### config.mk
export PLATFORM = sky130hd
export DESIGN_NAME = motor_cmd_arbiter
export DESIGN_NICKNAME = d
export VERILOG_FILES = /design/src/rtl/motor_cmd_arbiter.sv
export SDC_FILE = /design/constraint.sdc
export NUM_CORES = 1
export LEC_CHECK = 0
export CAP_MARGIN = 20
export CORE_MARGIN = 2
export CORE_UTILIZATION = 45
export CTS_BUF_LIST = sky130_fd_sc_hd__clkbuf_8
export DETAILED_ROUTE_END_ITERATION = 12
export HOLD_SLACK_MARGIN = 0.02
export PLACE_DENSITY = 0.75
export RECOVER_POWER = 25
export SKIP_CTS_REPAIR_TIMING = 1
export SLEW_MARGIN = 15
export SYNTH_ARGS = -nofsm -noshare
export SYNTH_HDL_FRONTEND = slang
export SYNTH_SLANG_ARGS = --single-unit
### constraint.sdc
create_clock -name SYS_CLK -period 2.61 [get_ports SYS_CLK]
set_input_delay 0.783 -clock SYS_CLK [delete_from_list [all_inputs] [get_ports SYS_CLK]]
set_output_delay 0.783 -clock SYS_CLK [all_outputs]
set_load 0.05 [all_outputs]
### src/rtl/motor_cmd_arbiter.sv
// Motor command register block.
// Holds the four duty registers, the drive code and the allstop mask, and
// arbitrates register writes between the host (SPI decode) and the local PID
// loop. A host-link watchdog zeroes the duties and raises every allstop bit
// when the host goes quiet. The block stays TRIPPED until the host explicitly
// re-arms it.
module motor_cmd_arbiter #(
    parameter logic [23:0] WDT_CYCLES           = 24'd5000000,
    parameter logic [7:0]  MOT_DRIVE_CODE_START = 8'd0,
    parameter logic [4:0]  MOT_ALLSTOP_START    = 5'd0
) (
    input  logic        SYS_CLK,
    input  logic        SYS_RST,
    // host write port
    input  logic        host_wr_valid,
    input  logic [9:0]  host_wr_addr,
    input  logic [15:0] host_wr_data,
    output logic        host_wr_ready,
    input  logic        host_activity,
    // PID write port
    input  logic        pid_wr_valid,
    input  logic [9:0]  pid_wr_addr,
    input  logic [15:0] pid_wr_data,
    output logic        pid_wr_ready,
    // command registers
    output logic [11:0] mot_duty0,
    output logic [11:0] mot_duty1,
    output logic [11:0] mot_duty2,
    output logic [11:0] mot_duty3,
    output logic [7:0]  mot_drive_code,
    output logic [4:0]  mot_allstop,
    // status
    output logic        wdt_tripped,
    output logic        pid_reject,
    output logic        addr_err
);

    localparam int         NUM_DUTY     = 4;
    localparam logic [9:0] ADDR_DUTY0   = 10'd33;
    localparam logic [9:0] ADDR_DRIVE   = 10'd39;
    localparam logic [9:0] ADDR_ALLSTOP = 10'd40;
    localparam logic [4:0] ALLSTOP_ALL  = 5'h1F;
    localparam bit         WDT_EN       = (WDT_CYCLES != 24'd0);

    typedef enum logic {
        ST_ARMED   = 1'b0,
        ST_TRIPPED = 1'b1
    } state_t;

    typedef enum logic {
        GRANT_HOST = 1'b0,
        GRANT_PID  = 1'b1
    } grant_t;

    // registered state
    state_t      r_state;
    grant_t      r_last_grant;
    logic [23:0] r_wdt_cnt;
    logic [7:0]  r_drive_code;
    logic [4:0]  r_allstop;
    logic        r_pid_reject;
    logic        r_addr_err;

    // combinational handshake / decode
    logic                         w_host_ready;
    logic                         w_pid_ready;
    logic                         w_host_xfer;
    logic                         w_pid_xfer;
    logic                         w_any_xfer;
    logic [9:0]                   w_xfer_addr;
    logic [11:0]                  w_xfer_data;
    logic [NUM_DUTY-1:0]          w_sel_duty;
    logic                         w_sel_drive;
    logic                         w_sel_allstop;
    logic                         w_mapped;
    logic                         w_wr_en;
    logic                         w_wdt_clear;
    logic                         w_wdt_trip;
    logic                         w_rearm;
    logic [NUM_DUTY-1:0][11:0]    w_duty;
    logic                         w_unused_data;

    // Only the low 12 data bits ever reach a register.
    assign w_unused_data = ^{host_wr_data[15:12], pid_wr_data[15:12]};

    // Round-robin grant: a lone requester always wins; on a conflict the
    // requester that did not win last time goes first. Nothing is accepted
    // while reset is asserted, so a transfer racing reset is simply dropped.
    always_comb begin
        w_host_ready = 1'b0;
        w_pid_ready  = 1'b0;
        if (!SYS_RST) begin
            if (host_wr_valid && (!pid_wr_valid || r_last_grant == GRANT_PID)) begin
                w_host_ready = 1'b1;
            end
            if (pid_wr_valid && (!host_wr_valid || r_last_grant == GRANT_HOST)) begin
                w_pid_ready = 1'b1;
            end
        end
    end

    assign host_wr_ready = w_host_ready;
    assign pid_wr_ready  = w_pid_ready;
    assign w_host_xfer   = w_host_ready;
    assign w_pid_xfer    = w_pid_ready;
    assign w_any_xfer    = w_host_xfer | w_pid_xfer;

    // Select the address/data of whichever requester transfers this cycle.
    always_comb begin
        w_xfer_addr = pid_wr_addr;
        w_xfer_data = pid_wr_data[11:0];
        if (w_host_xfer) begin
            w_xfer_addr = host_wr_addr;
            w_xfer_data = host_wr_data[11:0];
        end
    end

    assign w_sel_drive   = (w_xfer_addr == ADDR_DRIVE);
    assign w_sel_allstop = (w_xfer_addr == ADDR_ALLSTOP);
    assign w_mapped      = (|w_sel_duty) | w_sel_drive | w_sel_allstop;

    // PID writes only land while ARMED; host writes always land.
    assign w_wr_en = w_host_xfer | (w_pid_xfer & (r_state == ST_ARMED));

    // Any host traffic (heartbeat or an actual write) proves the link is up.
    assign w_wdt_clear = host_activity | w_host_xfer;
    assign w_wdt_trip  = WDT_EN && (r_wdt_cnt == WDT_CYCLES) && !w_wdt_clear;

    // Host clearing allstop bit 4 is the explicit "resume" command.
    assign w_rearm = (r_state == ST_TRIPPED) && w_host_xfer && w_sel_allstop
                     && !host_wr_data[4];

    // Host-silence counter, saturating at the trip limit.
    always_ff @(posedge SYS_CLK) begin
        if (SYS_RST || !WDT_EN) begin
            r_wdt_cnt <= 24'd0;
        end else if (w_wdt_clear) begin
            r_wdt_cnt <= 24'd0;
        end else if (r_wdt_cnt < WDT_CYCLES) begin
            r_wdt_cnt <= r_wdt_cnt + 24'd1;
        end
    end

    genvar gi;
    generate
        for (gi = 0; gi < NUM_DUTY; gi++) begin : g_duty
            logic [11:0] r_duty;

            assign w_sel_duty[gi] = (w_xfer_addr == ADDR_DUTY0 + 10'(gi));

            // Duty register: a watchdog trip overrides any write in flight.
            always_ff @(posedge SYS_CLK) begin
                if (SYS_RST) begin
                    r_duty <= 12'd0;
                end else if (w_wdt_trip) begin
                    r_duty <= 12'd0;
                end else if (w_wr_en && w_sel_duty[gi]) begin
                    r_duty <= w_xfer_data;
                end
            end

            assign w_duty[gi] = r_duty;
        end
    endgenerate

    assign mot_duty0 = w_duty[0];
    assign mot_duty1 = w_duty[1];
    assign mot_duty2 = w_duty[2];
    assign mot_duty3 = w_duty[3];

    // Drive code register; the watchdog leaves it alone.
    always_ff @(posedge SYS_CLK) begin
        if (SYS_RST) begin
            r_drive_code <= MOT_DRIVE_CODE_START;
        end else if (w_wr_en && w_sel_drive) begin
            r_drive_code <= w_xfer_data[7:0];
        end
    end

    // Allstop register: a trip forces every channel to stop.
    always_ff @(posedge SYS_CLK) begin
        if (SYS_RST) begin
            r_allstop <= MOT_ALLSTOP_START;
        end else if (w_wdt_trip) begin
            r_allstop <= ALLSTOP_ALL;
        end else if (w_wr_en && w_sel_allstop) begin
            r_allstop <= w_xfer_data[4:0];
        end
    end

    assign mot_drive_code = r_drive_code;
    assign mot_allstop    = r_allstop;

    // Watchdog state, grant history and the one-cycle status pulses.
    always_ff @(posedge SYS_CLK) begin
        if (SYS_RST) begin
            r_state      <= ST_ARMED;
            r_last_grant <= GRANT_PID;
            r_pid_reject <= 1'b0;
            r_addr_err   <= 1'b0;
        end else begin
            if (w_wdt_trip) begin
                r_state <= ST_TRIPPED;
            end else if (w_rearm) begin
                r_state <= ST_ARMED;
            end

            if (w_host_xfer) begin
                r_last_grant <= GRANT_HOST;
            end else if (w_pid_xfer) begin
                r_last_grant <= GRANT_PID;
            end

            r_pid_reject <= w_pid_xfer && (r_state == ST_TRIPPED) && w_mapped;
            r_addr_err   <= w_any_xfer && !w_mapped;
        end
    end

    assign wdt_tripped = (r_state == ST_TRIPPED);
    assign pid_reject  = r_pid_reject;
    assign addr_err    = r_addr_err;

endmodule

==> flow_summary_export.csv <==
group,metric,value,unit
run_status,status,"finished clean",
finish,fillers,866,
logic_synthesis,synth_edf_count,0,
power_and_ir_drop,power.density,425,nW/um^2
setup_path,r2r-end,"r_wdt_cnt[20]",
power_and_ir_drop,power_frac_seq,49.6,%
finish,layout_common_cells,"96 x clkdlybuf4s50_1, 89 x dfxtp_1, 45 x nor3_1, 41 x nor4_1, 41 x a31oi_1",
run,drv_cap,0,
detailed_routing,drc,0,
setup_path,startpoint_type,"input pin",
timing,period_needed,2470,ps
global_routing,grt_overflow,0,
finish,utilization,63.6,%
die,start_util,45.7,%
timing,rsz0062_at_grt,"false",
die,core,10200,sq um
placed_design,portBuffers,114,
timing,maxSlewViolCount,0,
power_and_ir_drop,swShare,27.3,%
power_and_ir_drop,power.leakage,2.15,nW
die,die_area,11200,sq um
timing,setup_viol,0,
logic_synthesis,ys_ff_latch,89,
setup_path,worst_r2r_path_depth,5,
cts,clock_path_buffers,2,
timing,period_share,94.5,%
detailed_routing,wl_per_cell,18.3,um
finish,nets,727,
hold_path,hold_start,"mot_drive_code[0]",
detailed_routing,vias_per_cell,6.18,
placed_design,place_congestion,0.880,
finish,diodes,0,
detailed_routing,first_pass_iters,5,
setup_path,crit_chain,"clkbuf_1 > nor2b_4 > nand2_1 > inv_4 > buf_12 > buf_12",
timing,hold_violations,0,
timing,slew_headroom,58.4,%
logic_synthesis,post_synth.cell_area_avg,8.64,sq um
power_and_ir_drop,p_switching,752,uW
power_and_ir_drop,pwr-share-clk,36.0,%
placed_design,placed_area,6280,sq um
setup_path,cp.arrival,1680,ps
global_routing,grt_max_degree,42,
die,io_pins,123,
cts,clock_sinks,89,
logic_synthesis,ys_seq_area_share,38.3,%
hold_path,min_path_type,"reg2reg",
power_and_ir_drop,ir_worst_vdd,229,uV
die,die_w,106,um
logic_synthesis,synth_cells,538,
detailed_routing,wirelength,14800,um
finish,drive_gt1_share,17.8,%
power_and_ir_drop,total_power,2.75,mW
setup_path,r2r_slack,280,ps
hold_path,holdPathStages,2,
setup_path,crit_type,"in2out",
setup_path,worst_setup_path_end_kind,"output port",
logic_synthesis,ys_warn_count,0,
logic_synthesis,ys.flop_type,"dfxtp_1",
global_routing,grt_pass1_wl,23300,um
cts,cts-root-buf,"clkbuf_8",
cts,clk_latency,380,ps
detailed_routing,drt_iter0_drc,536,
logic_synthesis,async_flop_share,0,%
timing,setup_tns,0,ps
global_routing,gr-usage-all-layers,25.9,%
global_routing,antenna_found_initial,0,
die,rows,37,
detailed_routing,vias,4998,
placed_design,hpwl,10400,um
power_and_ir_drop,power.share.combinational,14.4,%
cts,cts_tree,"built",
setup_path,worst-endpoint-required,1830,ps
logic_synthesis,syn-num-nets,597,
setup_path,cp_max_fo,4,
logic_synthesis,synth_area,4650,sq um
cts,cts_buffers,9,
setup_path,crit_start,"SYS_RST",
setup_path,crit_top_cell,"buf_12",
timing,worst_pin_slew,619,ps
detailed_routing,drtAntennaViolNets,0,
global_routing,grt_pass1_vias,4688,
finish,finalInstanceArea,6470,sq um
setup_path,worst_path_max_delay_cell,"clkbuf_1",
setup_path,r2r-start,"r_wdt_cnt[19]",
hold_path,min_to,"mot_drive_code[0]",
timing,fin_skew,22.7,ps
finish,syn_to_final_growth,39.2,%
cts,htreeDepth,3,
power_and_ir_drop,p_int,2.00,mW
finish,final_common_cell,"clkdlybuf4s50_1",
die,die_h,106,um
timing,fmax,0.406,GHz
cts,clkTransAtPathRegs,80,ps
logic_synthesis,ys_types,66,
setup_path,cpPeakStageDelay,250,ps
## logic make-up (layout without fill, tap and decap cells)
logic type | Yosys count | after routing | synth area share [%]
multiplexers | 29 | 29 | 6.67
AND/OR/NAND/NOR | 221 | 221 | 28.8
flip-flops | 89 | 89 | 38.3
XOR/XNOR | 4 | 4 | 0.754
buffers and inverters | 57 | 192 | 6.32
adder cells (fa/ha/maj) | 2 | 2 | 0.538
AO/OA/AOI/OAI | 136 | 136 | 18.5
## layer usage
layer | up-vias | share of wire [%] | global-route usage [%] | wire length, um
met2 | 245 | 47 | 40.8 | 6990
li1 | 2323 | - | - | -
met3 | 26 | 8.3 | 5.19 | 1230
met1 | 2404 | 42 | 35.0 | 6280
met5 | - | 0 | 0 | 0
met4 | 0 | 2.1 | 9.59 | 304
## registers in the layout, summed over array words and instances (netlist names)
| signal | flops |
|---|---|
| mot_duty0 | 12 |
| r_wdt_cnt | 24 |
| mot_duty2 | 12 |
| wdt_tripped | 1 |
| mot_drive_code | 8 |
| mot_duty3 | 12 |
| mot_allstop | 5 |
| pid_reject | 1 |
| addr_err | 1 |
| r_last_grant | 1 |
| mot_duty1 | 12 |
## power by group through the flow
stage	logic [mW]	registers, mW	clock network [mW]
floorplan	0.179	1.40	0
global placement	0.381	1.40	0
detailed placement	0.389	1.40	0
CTS	0.391	1.36	0.994
global route	0.420	1.36	1.04
finish	0.397	1.36	0.989
## worst max-delay path by stage
stage | end | cells after the start
floorplan | mot_duty0[10] | 9
global placement | mot_drive_code[7] | 7
detailed placement | mot_drive_code[1] | 7
CTS | pid_wr_ready | 5
global route | mot_duty2[5] | 9
finish | host_wr_ready | 6
## through the flow
| stage | setup slack [ps] | hold WS, ps | std cells |
|---|---|---|---|
| 6_report | 144 | 492 | 809 |
| 3_3_place_gp | -240 | 460 | 793 |
| 2_1_floorplan | 242 | 456 | 538 |
| 5_1_grt | 23.9 | 530 | 809 |
| 3_5_place_dp | -298 | 480 | 793 |
| 4_1_cts | -229 | 493 | 809 |
## final cells by class
type,count,area [sq um],share of cell area (%)
clock buffer,9,124,1.91
clock inverter,7,78.8,1.22
inverter,10,40.0,0.619
multi-input combinational,392,2580,39.8
sequential,89,1780,27.5
tap,136,170,2.63
timing repair buffer,166,1700,26.3
## synth_stat cells, drive strengths merged (2+ instances only)
| cell | instances | share of area (%) |
|---|---|---|
| a2111o | 6 | 1.5 |
| a211o | 3 | 0.59 |
| a211oi | 3 | 0.59 |
| a21o | 4 | 0.67 |
| a21oi | 38 | 4.3 |
| a31oi | 41 | 5.5 |
| and2 | 3 | 0.40 |
| and3 | 4 | 0.54 |
| and4 | 3 | 0.59 |
| buf | 17 | 3.1 |
| clkbuf | 30 | 2.4 |
| dfxtp | 89 | 38 |
| ha | 2 | 0.54 |
| inv | 10 | 0.81 |
| mux2 | 16 | 3.9 |
| mux2i | 13 | 2.8 |
| nand2 | 31 | 2.7 |
| nand2b | 6 | 0.86 |
| nand3 | 27 | 2.9 |
| nand3b | 2 | 0.32 |
| nand4 | 10 | 1.3 |
| nor2 | 8 | 0.65 |
| nor2b | 2 | 0.32 |
| nor3 | 65 | 9.1 |
| nor4 | 43 | 6.2 |
| o2111ai | 2 | 0.38 |
| o211ai | 2 | 0.32 |
| o21ai | 26 | 2.8 |
| o22ai | 2 | 0.27 |
| o31ai | 3 | 0.48 |
| or2 | 7 | 0.94 |
| or3 | 2 | 0.30 |
| or4 | 2 | 0.32 |
| xnor2 | 2 | 0.38 |
| xor2 | 2 | 0.38 |
## critical path, delay by kind of cell
kind | cells | cell delay, ps
buffers and inverters | 4 | 590
AND/OR/NAND/NOR | 2 | 300
Note: power is estimated with default switching activity, not from simulation.
